--- src/rtl/cmd_uart_sender.sv ---
// cmd_uart_sender: looks up a fixed ASCII command string by index and sends it
// over an 8N1 UART line, reporting completion on ready_command.
module cmd_uart_sender #(
  parameter int CLKS_PER_BIT = 868,
  parameter int MAX_LEN = 16
) (
  input  logic       clk,
  input  logic       rst,
  input  logic [2:0] command,
  input  logic       start,
  output logic       ready_command,
  output logic       tx,
  output logic       cmd_done,
  output logic       cmd_err
);
  localparam int IW = $clog2(MAX_LEN + 1);
  localparam logic [15:0] BIT_END = 16'(CLKS_PER_BIT - 1);
  typedef enum logic [2:0] {IDLE, START_BIT, DATA_BITS, STOP_BIT, ERR} state_t;
  state_t state;
  logic start_d;
  logic [2:0] cmd_q;
  logic [IW-1:0] len_q;
  logic [IW-1:0] idx;
  logic [7:0] sh;
  logic [15:0] cnt;
  logic [2:0] bit_idx;
  logic start_edge;
  logic bit_end;
  assign start_edge = start & ~start_d;
  assign bit_end = cnt == BIT_END;
  // Strings are left-aligned in a 16-byte field so byte i is always a legal slice.
  function automatic logic [7:0] rom_byte(input logic [2:0] c, input logic [3:0] i);
    logic [127:0] s;
    case (c)
      3'd0: s = {"AT", 8'h0D, 8'h0A, 96'h0};
      3'd1: s = {"ATE0", 8'h0D, 8'h0A, 80'h0};
      3'd2: s = {"AT+CWMODE=1", 8'h0D, 8'h0A, 24'h0};
      3'd3: s = {"AT+CIPMUX=0", 8'h0D, 8'h0A, 24'h0};
      default: s = '0;
    endcase
    return s[8*(15-i) +: 8];
  endfunction
  function automatic logic [IW-1:0] rom_len(input logic [2:0] c);
    case (c)
      3'd0: return IW'(4);
      3'd1: return IW'(6);
      3'd2, 3'd3: return IW'(13);
      default: return '0;
    endcase
  endfunction
  always_ff @(posedge clk or negedge rst) begin
    if (!rst) begin
      state <= IDLE;
      start_d <= 1'b0;
      cmd_q <= '0;
      len_q <= '0;
      idx <= '0;
      sh <= '0;
      cnt <= '0;
      bit_idx <= '0;
      ready_command <= 1'b1;
      tx <= 1'b1;
      cmd_done <= 1'b0;
      cmd_err <= 1'b0;
    end else begin
      start_d <= start;
      cmd_done <= 1'b0;
      cmd_err <= 1'b0;
      case (state)
        IDLE: if (start_edge) begin
          ready_command <= 1'b0;
          if (rom_len(command) != '0) begin
            cmd_q <= command;
            len_q <= rom_len(command);
            idx <= '0;
            sh <= rom_byte(command, 4'd0);
            cnt <= '0;
            tx <= 1'b0;
            state <= START_BIT;
          end else state <= ERR;
        end
        ERR: begin
          cmd_err <= 1'b1;
          ready_command <= 1'b1;
          state <= IDLE;
        end
        START_BIT: if (bit_end) begin
          cnt <= '0;
          tx <= sh[0];
          sh <= sh >> 1;
          bit_idx <= '0;
          state <= DATA_BITS;
        end else cnt <= cnt + 16'd1;
        DATA_BITS: if (bit_end) begin
          cnt <= '0;
          if (bit_idx == 3'd7) begin
            tx <= 1'b1;
            state <= STOP_BIT;
          end else begin
            tx <= sh[0];
            sh <= sh >> 1;
            bit_idx <= bit_idx + 3'd1;
          end
        end else cnt <= cnt + 16'd1;
        STOP_BIT: if (bit_end) begin
          cnt <= '0;
          if (idx + 1'b1 != len_q) begin
            idx <= idx + 1'b1;
            sh <= rom_byte(cmd_q, 4'(idx + 1'b1));
            tx <= 1'b0;
            state <= START_BIT;
          end else begin
            cmd_done <= 1'b1;
            ready_command <= 1'b1;
            state <= IDLE;
          end
        end else cnt <= cnt + 16'd1;
        default: state <= IDLE;
      endcase
    end
  end
endmodule
--- config.mk ---
export PLATFORM = sky130hd
export DESIGN_NAME = cmd_uart_sender
export DESIGN_NICKNAME = d
export VERILOG_FILES = /design/src/rtl/cmd_uart_sender.sv
export SDC_FILE = /design/constraint.sdc
export NUM_CORES = 1
export LEC_CHECK = 0
export BUFFER_PORTS_ARGS = -buffer_cell sky130_fd_sc_hd__buf_2
export CAP_MARGIN = 20
export CORE_MARGIN = 2
export CORE_UTILIZATION = 58
export CTS_CLUSTER_DIAMETER = 120
export DETAILED_ROUTE_END_ITERATION = 12
export HOLD_SLACK_MARGIN = 0.12
export PLACE_DENSITY = 0.75
export SYNTH_ARGS = -nofsm -noshare
export SYNTH_HDL_FRONTEND = slang
export SYNTH_SLANG_ARGS = --single-unit
--- constraint.sdc ---
create_clock -name clk -period 5.53 [get_ports clk]
set_input_delay 1.106 -clock clk [delete_from_list [all_inputs] [get_ports clk]]
set_output_delay 1.106 -clock clk [all_outputs]
set_load 0.03 [all_outputs]
==> results of run 1 <==
[worst max-delay path, delay by kind of cell (launching register included)]
family / cells / cell delay (ns)
xor gates and xnor gates: 1 / 0.29
adders and majority gates: 1 / 0.52
AOI/OAI and AO/OA: 4 / 1.24
DFF: 1 / 0.77
and+or+nand+nor: 1 / 0.16
[metrics by stage]
stage          total power, mW  cell area (sq um)  hold WS (ns)  utilization  std cells
4_1_cts                  0.592               2920         0.533        0.626        370
3_5_place_dp             0.371               2820         0.514        0.605        362
2_1_floorplan            0.358               2780         0.470            -        316
5_1_grt                  0.608               2940         0.560        0.631        371
3_3_place_gp             0.369               2820         0.498        0.605        362
6_report                 0.589               2940         0.532        0.631        371
[power by group through the flow]
| stage | registers (mW) | clock network (mW) | logic (mW) |
|---|---|---|---|
| finish | 0.337 | 0.223 | 0.0283 |
| global route | 0.338 | 0.238 | 0.0323 |
| detailed placement | 0.343 | 0 | 0.0271 |
| global placement | 0.343 | 0 | 0.0262 |
| floorplan | 0.339 | 0 | 0.0194 |
| CTS | 0.337 | 0.228 | 0.0272 |
[per-layer routing]
metal / vias to the layer above / wire length, um / GRT usage
li1: 1146 / - / -
met1: 1135 / 2910 / 0.352
met2: 33 / 2850 / 0.375
met3: 9 / 144 / 0.0370
met4: 0 / 78 / 0.0658
met5: - / 0 / 0
[how the worst max path moves through the flow]
stage | cells past startpoint | endpoint | start
finish | 7 | sh[6] | idx[0]
global route | 7 | sh[6] | idx[0]
CTS | 7 | sh[6] | idx[0]
detailed placement | 7 | tx | command[2]
global placement | 7 | tx | command[2]
floorplan | 5 | cnt[15] | command[2]
[layout make-up]
type	count	area, sq um	area share
clock buffer	7	96.3	0.0328
inverter	7	26.3	0.00894
tap	54	67.6	0.0230
clock inverter	1	5.00	0.00170
timing repair buffer	10	65.1	0.0221
multi-input combinational	247	1550	0.527
sequential	45	1130	0.384
[placed cells by master (no fill, tap or decap), drive strengths merged, types with 5 or more instances in the layout]
cell,synthesis,final
nand2,36,36
nor2b,5,5
nand4,9,9
nor3,8,8
buf,6,10
o21ai,22,22
nand3,8,8
dfrtp,43,43
inv,6,6
xor2,9,9
clkbuf,11,7
a21oi,20,20
and3,5,5
xnor2,9,9
nor2,40,40
a31oi,10,10
[registers in the layout (all words and copies together) (netlist names), 3 cells and up]
| name | cells |
|---|---|
| len_q | 3 |
| cmd_q | 3 |
| state | 3 |
| bit_idx | 3 |
| idx | 5 |
| cnt | 16 |
| sh | 7 |
[cell usage after synthesis (all sizes together), types with 5 or more instances]
cell type | instances | area share
nor2b | 5 | 0.011
buf | 6 | 0.013
nor2 | 40 | 0.054
nand2 | 36 | 0.049
nor3 | 8 | 0.016
nand4 | 9 | 0.020
o21ai | 22 | 0.040
a31oi | 10 | 0.022
clkbuf | 11 | 0.015
nand3 | 8 | 0.016
a21oi | 20 | 0.036
xnor2 | 9 | 0.028
inv | 6 | 0.0081
and3 | 5 | 0.011
xor2 | 9 | 0.028
dfrtp | 43 | 0.39
[cells by family (layout without fill, tap and decap cells)]
kind of cell,Yosys count,after routing
muxes,4,4
and+or+nand+nor,138,138
adders and majority gates,4,4
AOI/OAI and AO/OA,83,83
DFF,45,45
xor gates and xnor gates,18,18
buffers and inverters,24,25
==> results.sh, run 1 <==
export IMPL_run_status="finished clean"
export IMPL_internal_power_summed_over_all_cells_uw=454
export IMPL_first_global_vias=2083
export IMPL_timing_critical_path_cells="ha_1 -> xnor2_1 -> o2111ai_1 -> a22oi_1 -> a2111oi_4 -> nor2_1 -> a21oi_1"
export IMPL_crit_arrival_ns=3.28
export IMPL_switching_power_uw=134
export IMPL_floorplan_initialDensity=0.597
export IMPL_tritoncts_num_sinks=45
export IMPL_hold_violation_count_in_the_final_report=0
export IMPL_worst_slew_margin_rel=0.386
export IMPL_number_of_vias_per_cell_after_detailed_routing=6.26
export IMPL_iter_0_drt_violations=201
export IMPL_yosys_warnings=0
export IMPL_ys_async_sr_fraction=1.00
export IMPL_highest_clock_rate_mhz=319
export IMPL_port_buffer_count=9
export IMPL_grt_antenna_before_repair=0
export IMPL_die_x_um=73.3
export IMPL_fraction_of_the_mapped_netlist_area_in_compound_gates=0.206
export IMPL_globalRouteOverflowTotal=0
export IMPL_antennaDiodeCount=0
export IMPL_avgSynthCellArea_sq_um=8.81
export IMPL_slew_viol_final=0
export IMPL_grt_first_pass_wirelength_um=10100
export IMPL_setup_slack_ns=2.40
export IMPL_io_pins=10
export IMPL_min_delay_path_depth=2
export IMPL_detailedRoute_firstPassIterationCount=4
export IMPL_cts_repair_timing_setup_buffer_count=0
export IMPL_worstHoldPathType="reg2reg"
export IMPL_clock_power_share=0.380
export IMPL_holdPathEnd="bit_idx[1]"
export IMPL_num_rows=25
export IMPL_synth_cell_types=60
export IMPL_final_min_period_over_clock_period=0.566
export IMPL_cpPeakStageDelay_ns=0.77
export IMPL_clk_transition_reported_paths_ns=0.08
export IMPL_fillers=409
export IMPL_timing_max_cap_violations=0
export IMPL_cts_tree="built"
export IMPL_path_class="reg2reg"
export IMPL_postSynthRegisterBits=45
export IMPL_insertion_delay_ns=0.30
export IMPL_synth_top_family_by_area="simple AND/OR/NAND/NOR gates"
export IMPL_cts_root_to_sink_buffers=2
export IMPL_count_of_vias_placed_by_the_detailed_router=2323
export IMPL_clockRootBuffer="sky130_fd_sc_hd__clkbuf_8"
export IMPL_area_growth_syn_to_layout_pct=5.62
export IMPL_fraction_of_layout_cells_with_a_size_suffix_above_1=0.101
export IMPL_finalNetCount=326
export IMPL_power_density_cell_area_nw_per_um2=200
export IMPL_period_needed_ns=3.13
export IMPL_worst_endpoint_required_ns=5.67
export IMPL_grt_start_max_net_pins=46
export IMPL_hp_start="bit_idx[1]"
export IMPL_reg2regPathDepth=7
export IMPL_synthXorXnorAreaFrac=0.0567
export IMPL_power_share_combinational=0.048
export IMPL_ys_dominant_reg_cell="sky130_fd_sc_hd__dfrtp_1"
export IMPL_synth_net_count=326
export IMPL_end_kind="flop"
export IMPL_core_region_area_sq_um=4660
export IMPL_rsz0062_at_grt="no"
export IMPL_netlist_area_sq_um=2780
export IMPL_dp_hpwl_um=4250
export IMPL_static_power_due_to_leakage_nw=1.21
export IMPL_postCtsResizedCells=0
export IMPL_routabilityCongestion=0.835
export IMPL_worst_clock_skew_ns=0.00513
export IMPL_route_detailed_drc=0
export IMPL_netlist_instances=316
export IMPL_globalRouteTotalUtil=0.242
export IMPL_synth_edff_count=0
export IMPL_post_synth_mux_area_share=0.0148
export IMPL_cp_slowest_cell="sky130_fd_sc_hd__dfrtp_1"
export IMPL_die_h_um=73.3
export IMPL_routed_len_inst_um=16.1
export IMPL_synth_adder_area_share=0.0180
export IMPL_place_worst_setup_slack_ns=2.32
export IMPL_cts_hold_buf=0
export IMPL_reg2reg_setup_slack_ns=2.40
export IMPL_highest_net_fanout_along_the_worst_path=22
export IMPL_ant_nets=0
export IMPL_yosysSeqAreaShare=0.406
export IMPL_die_area_sq_um=5370
export IMPL_worst_r2r_endpoint="sh[6]"
export IMPL_wl_um=5980
export IMPL_cts_htree_levels=2
export IMPL_ir_drop_mv=0.135
export IMPL_switching_part_of_the_total=0.228
export IMPL_tns_setup_ns=0
export IMPL_setup_worst_path_start_class="flop"
export IMPL_finalSetupViolCount=0
export IMPL_synth_simple_area_share=0.262
export IMPL_pwr_share_seq=0.572
export IMPL_cts_buffers=5
export IMPL_timing_rr_start="idx[0]"
export IMPL_worst_slew_pin_slew_ns=0.921
(Power assumes the default switching activity.)
==> run 2, diff against run 1 <==
--- a/config.mk
+++ b/config.mk
@@ -8,11 +8,11 @@
 export BUFFER_PORTS_ARGS = -buffer_cell sky130_fd_sc_hd__buf_2
 export CAP_MARGIN = 20
 export CORE_MARGIN = 2
-export CORE_UTILIZATION = 58
+export CORE_UTILIZATION = 56
 export CTS_CLUSTER_DIAMETER = 120
 export DETAILED_ROUTE_END_ITERATION = 12
 export HOLD_SLACK_MARGIN = 0.12
-export PLACE_DENSITY = 0.75
+export PLACE_DENSITY = 0.76
 export SYNTH_ARGS = -nofsm -noshare
 export SYNTH_HDL_FRONTEND = slang
 export SYNTH_SLANG_ARGS = --single-unit
==> constraint.sdc (replaced) <==
create_clock -name clk -period 2.7 [get_ports clk]
set_input_delay 0.54 -clock clk [delete_from_list [all_inputs] [get_ports clk]]
set_output_delay 0.54 -clock clk [all_outputs]
set_load 0.03 [all_outputs]
==> run 2 against run 1 <==
- first-iteration DRC count decreased by 3.5%
- critical path depth grew 1
- clock power grew 97%
- worst hold slack worse by 0.22 ns
- sequential power grew 100%
- worst setup slack got worse by 2.0 ns
- largest power group unchanged
- count of clock-buffer cells in the layout unchanged
==> results.sh, run 2 (synthesized netlist as in run 1, its figures left out) <==
export IMPL_crit_arrival_ns=2.52
export IMPL_switching_power_uw=282
export IMPL_final_common_cell="sky130_fd_sc_hd__dfrtp_1"
export IMPL_path_class="reg2reg"
export IMPL_cts_buffers=5
export IMPL_finalNetCount=335
export IMPL_port_buffer_count=9
export IMPL_floorplan_initialDensity=0.585
export IMPL_cts_repair_timing_setup_buffer_count=0
export IMPL_insertion_delay_ns=0.30
export IMPL_tns_setup_ns=0
export IMPL_fraction_of_layout_cells_with_a_size_suffix_above_1=0.123
export IMPL_clockRootBuffer="sky130_fd_sc_hd__clkbuf_8"
export IMPL_pwr_share_seq=0.577
export IMPL_cts_root_to_sink_buffers=2
export IMPL_layout_common_cells="43 x sky130_fd_sc_hd__dfrtp_1, 40 x sky130_fd_sc_hd__nor2_1, 36 x sky130_fd_sc_hd__nand2_1"
export IMPL_regMostFlops="cnt"
export IMPL_detailedRoute_firstPassIterationCount=5
export IMPL_grt_antenna_before_repair=0
export IMPL_die_x_um=74.5
export IMPL_die_area_sq_um=5550
export IMPL_biggestRegsByFlops="cnt x16, sh x7, idx x5"
export IMPL_wl_um=6170
export IMPL_setup_worst_path_start_class="flop"
export IMPL_tritoncts_num_sinks=45
export IMPL_fillers=426
export IMPL_internal_power_summed_over_all_cells_uw=907
export IMPL_core_region_area_sq_um=4750
export IMPL_globalRouteOverflowTotal=0
export IMPL_worst_slew_margin_rel=0.559
export IMPL_routed_len_inst_um=15.7
export IMPL_clock_power_share=0.370
export IMPL_area_growth_syn_to_layout_pct=7.91
export IMPL_num_rows=25
export IMPL_final_min_period_over_clock_period=0.850
export IMPL_period_needed_ns=2.29
export IMPL_worst_slew_pin_slew_ns=0.661
export IMPL_largest_register_ffs=16
export IMPL_cts_tree="built"
export IMPL_cts_hold_buf=0
export IMPL_routabilityCongestion=0.877
export IMPL_power_density_cell_area_nw_per_um2=396
export IMPL_worst_endpoint_required_ns=2.93
export IMPL_postCtsResizedCells=0
export IMPL_grt_start_max_net_pins=46
export IMPL_switching_part_of_the_total=0.237
export IMPL_run_status="finished clean"
export IMPL_end_kind="flop"
export IMPL_power_share_combinational=0.053
export IMPL_finalSetupViolCount=0
export IMPL_clk_transition_reported_paths_ns=0.09
export IMPL_cts_htree_levels=2
export IMPL_rsz0062_at_grt="no"
export IMPL_slew_viol_final=0
export IMPL_grt_first_pass_wirelength_um=10600
export IMPL_antennaDiodeCount=0
export IMPL_globalRouteTotalUtil=0.248
export IMPL_highest_net_fanout_along_the_worst_path=14
export IMPL_ant_nets=0
export IMPL_count_of_vias_placed_by_the_detailed_router=2363
export IMPL_static_power_due_to_leakage_nw=1.24
export IMPL_setup_slack_ns=0.405
export IMPL_dp_hpwl_um=4370
export IMPL_hold_violation_count_in_the_final_report=0
export IMPL_seq_area_sq_um=1130
export IMPL_number_of_vias_per_cell_after_detailed_routing=6.01
export IMPL_worst_clock_skew_ns=0.00962
export IMPL_multi_input_area_sq_um=1550
export IMPL_place_worst_setup_slack_ns=0.302
export IMPL_worstHoldPathType="in2async"
export IMPL_iter_0_drt_violations=194
export IMPL_highest_clock_rate_mhz=436
export IMPL_die_h_um=74.5
export IMPL_timing_max_cap_violations=0
export IMPL_route_detailed_drc=0
export IMPL_first_global_vias=2265
export IMPL_io_pins=10
export IMPL_ir_drop_mv=0.244
==> run 2: critical path, cell delays in order (launching register included) <==
cell                        delay [ns]
sky130_fd_sc_hd__dfrtp_1          0.41
sky130_fd_sc_hd__ha_1             0.23
sky130_fd_sc_hd__nor4b_2          0.29
sky130_fd_sc_hd__and4_2           0.36
sky130_fd_sc_hd__nor3_2           0.12
sky130_fd_sc_hd__a2111oi_4        0.37
sky130_fd_sc_hd__buf_4            0.24
sky130_fd_sc_hd__nor2_1           0.05
sky130_fd_sc_hd__a31oi_1          0.14
==> run 2: cell type report <==
type,instances,share of cell area
inverters,7,0.00875
well taps,67,0.0279
clock buffers,7,0.0288
clock inverters,1,0.00250
flip-flops and latches,45,0.376
multi-input cells,247,0.516
repair buffers,19,0.0400
==> run 2: final timing paths <==
path,start,endpoint,slack [ns],cells after the start
max in group asynchronous,rst,cnt[10],1.99,2
setup reg to reg,cnt[0],sh[2],0.41,8
hold / removal,rst,len_q[1],0.31,2
hold reg to reg,bit_idx[2],bit_idx[2],0.52,2
min in group clk,start,start_d,0.36,1
setup / recovery,cnt[0],sh[2],0.41,8
==> run 2: metal layers <==
metal,vias to the layer above,GRT usage,part of all wire
met1,1118,0.360,0.49
met4,0,0.0734,0.013
met3,9,0.0515,0.051
met5,-,0,0
li1,1167,-,-
met2,69,0.376,0.45
==> run 2: stage by stage <==
step                cell area (sq um)  power [mW]  hold WS (ns)  instances   util
finish                           3000        1.19         0.308        393  0.632
global route                     3000        1.23         0.370        393  0.632
CTS                              3000        1.20         0.329        393  0.632
detailed placement               2910       0.762         0.497        385  0.612
global placement                 2910       0.761         0.497        385  0.612
floorplan                        2780       0.733         0.244        316      -
==> run 2: power by group through the flow <==
| stage | clock network (mW) | logic [mW] | registers (mW) |
|---|---|---|---|
| after floorplan | 0 | 0.0396 | 0.694 |
| after global placement | 0 | 0.0620 | 0.699 |
| after detailed placement | 0 | 0.0628 | 0.699 |
| after CTS | 0.447 | 0.0632 | 0.686 |
| after global routing | 0.472 | 0.0725 | 0.687 |
| final | 0.440 | 0.0631 | 0.686 |
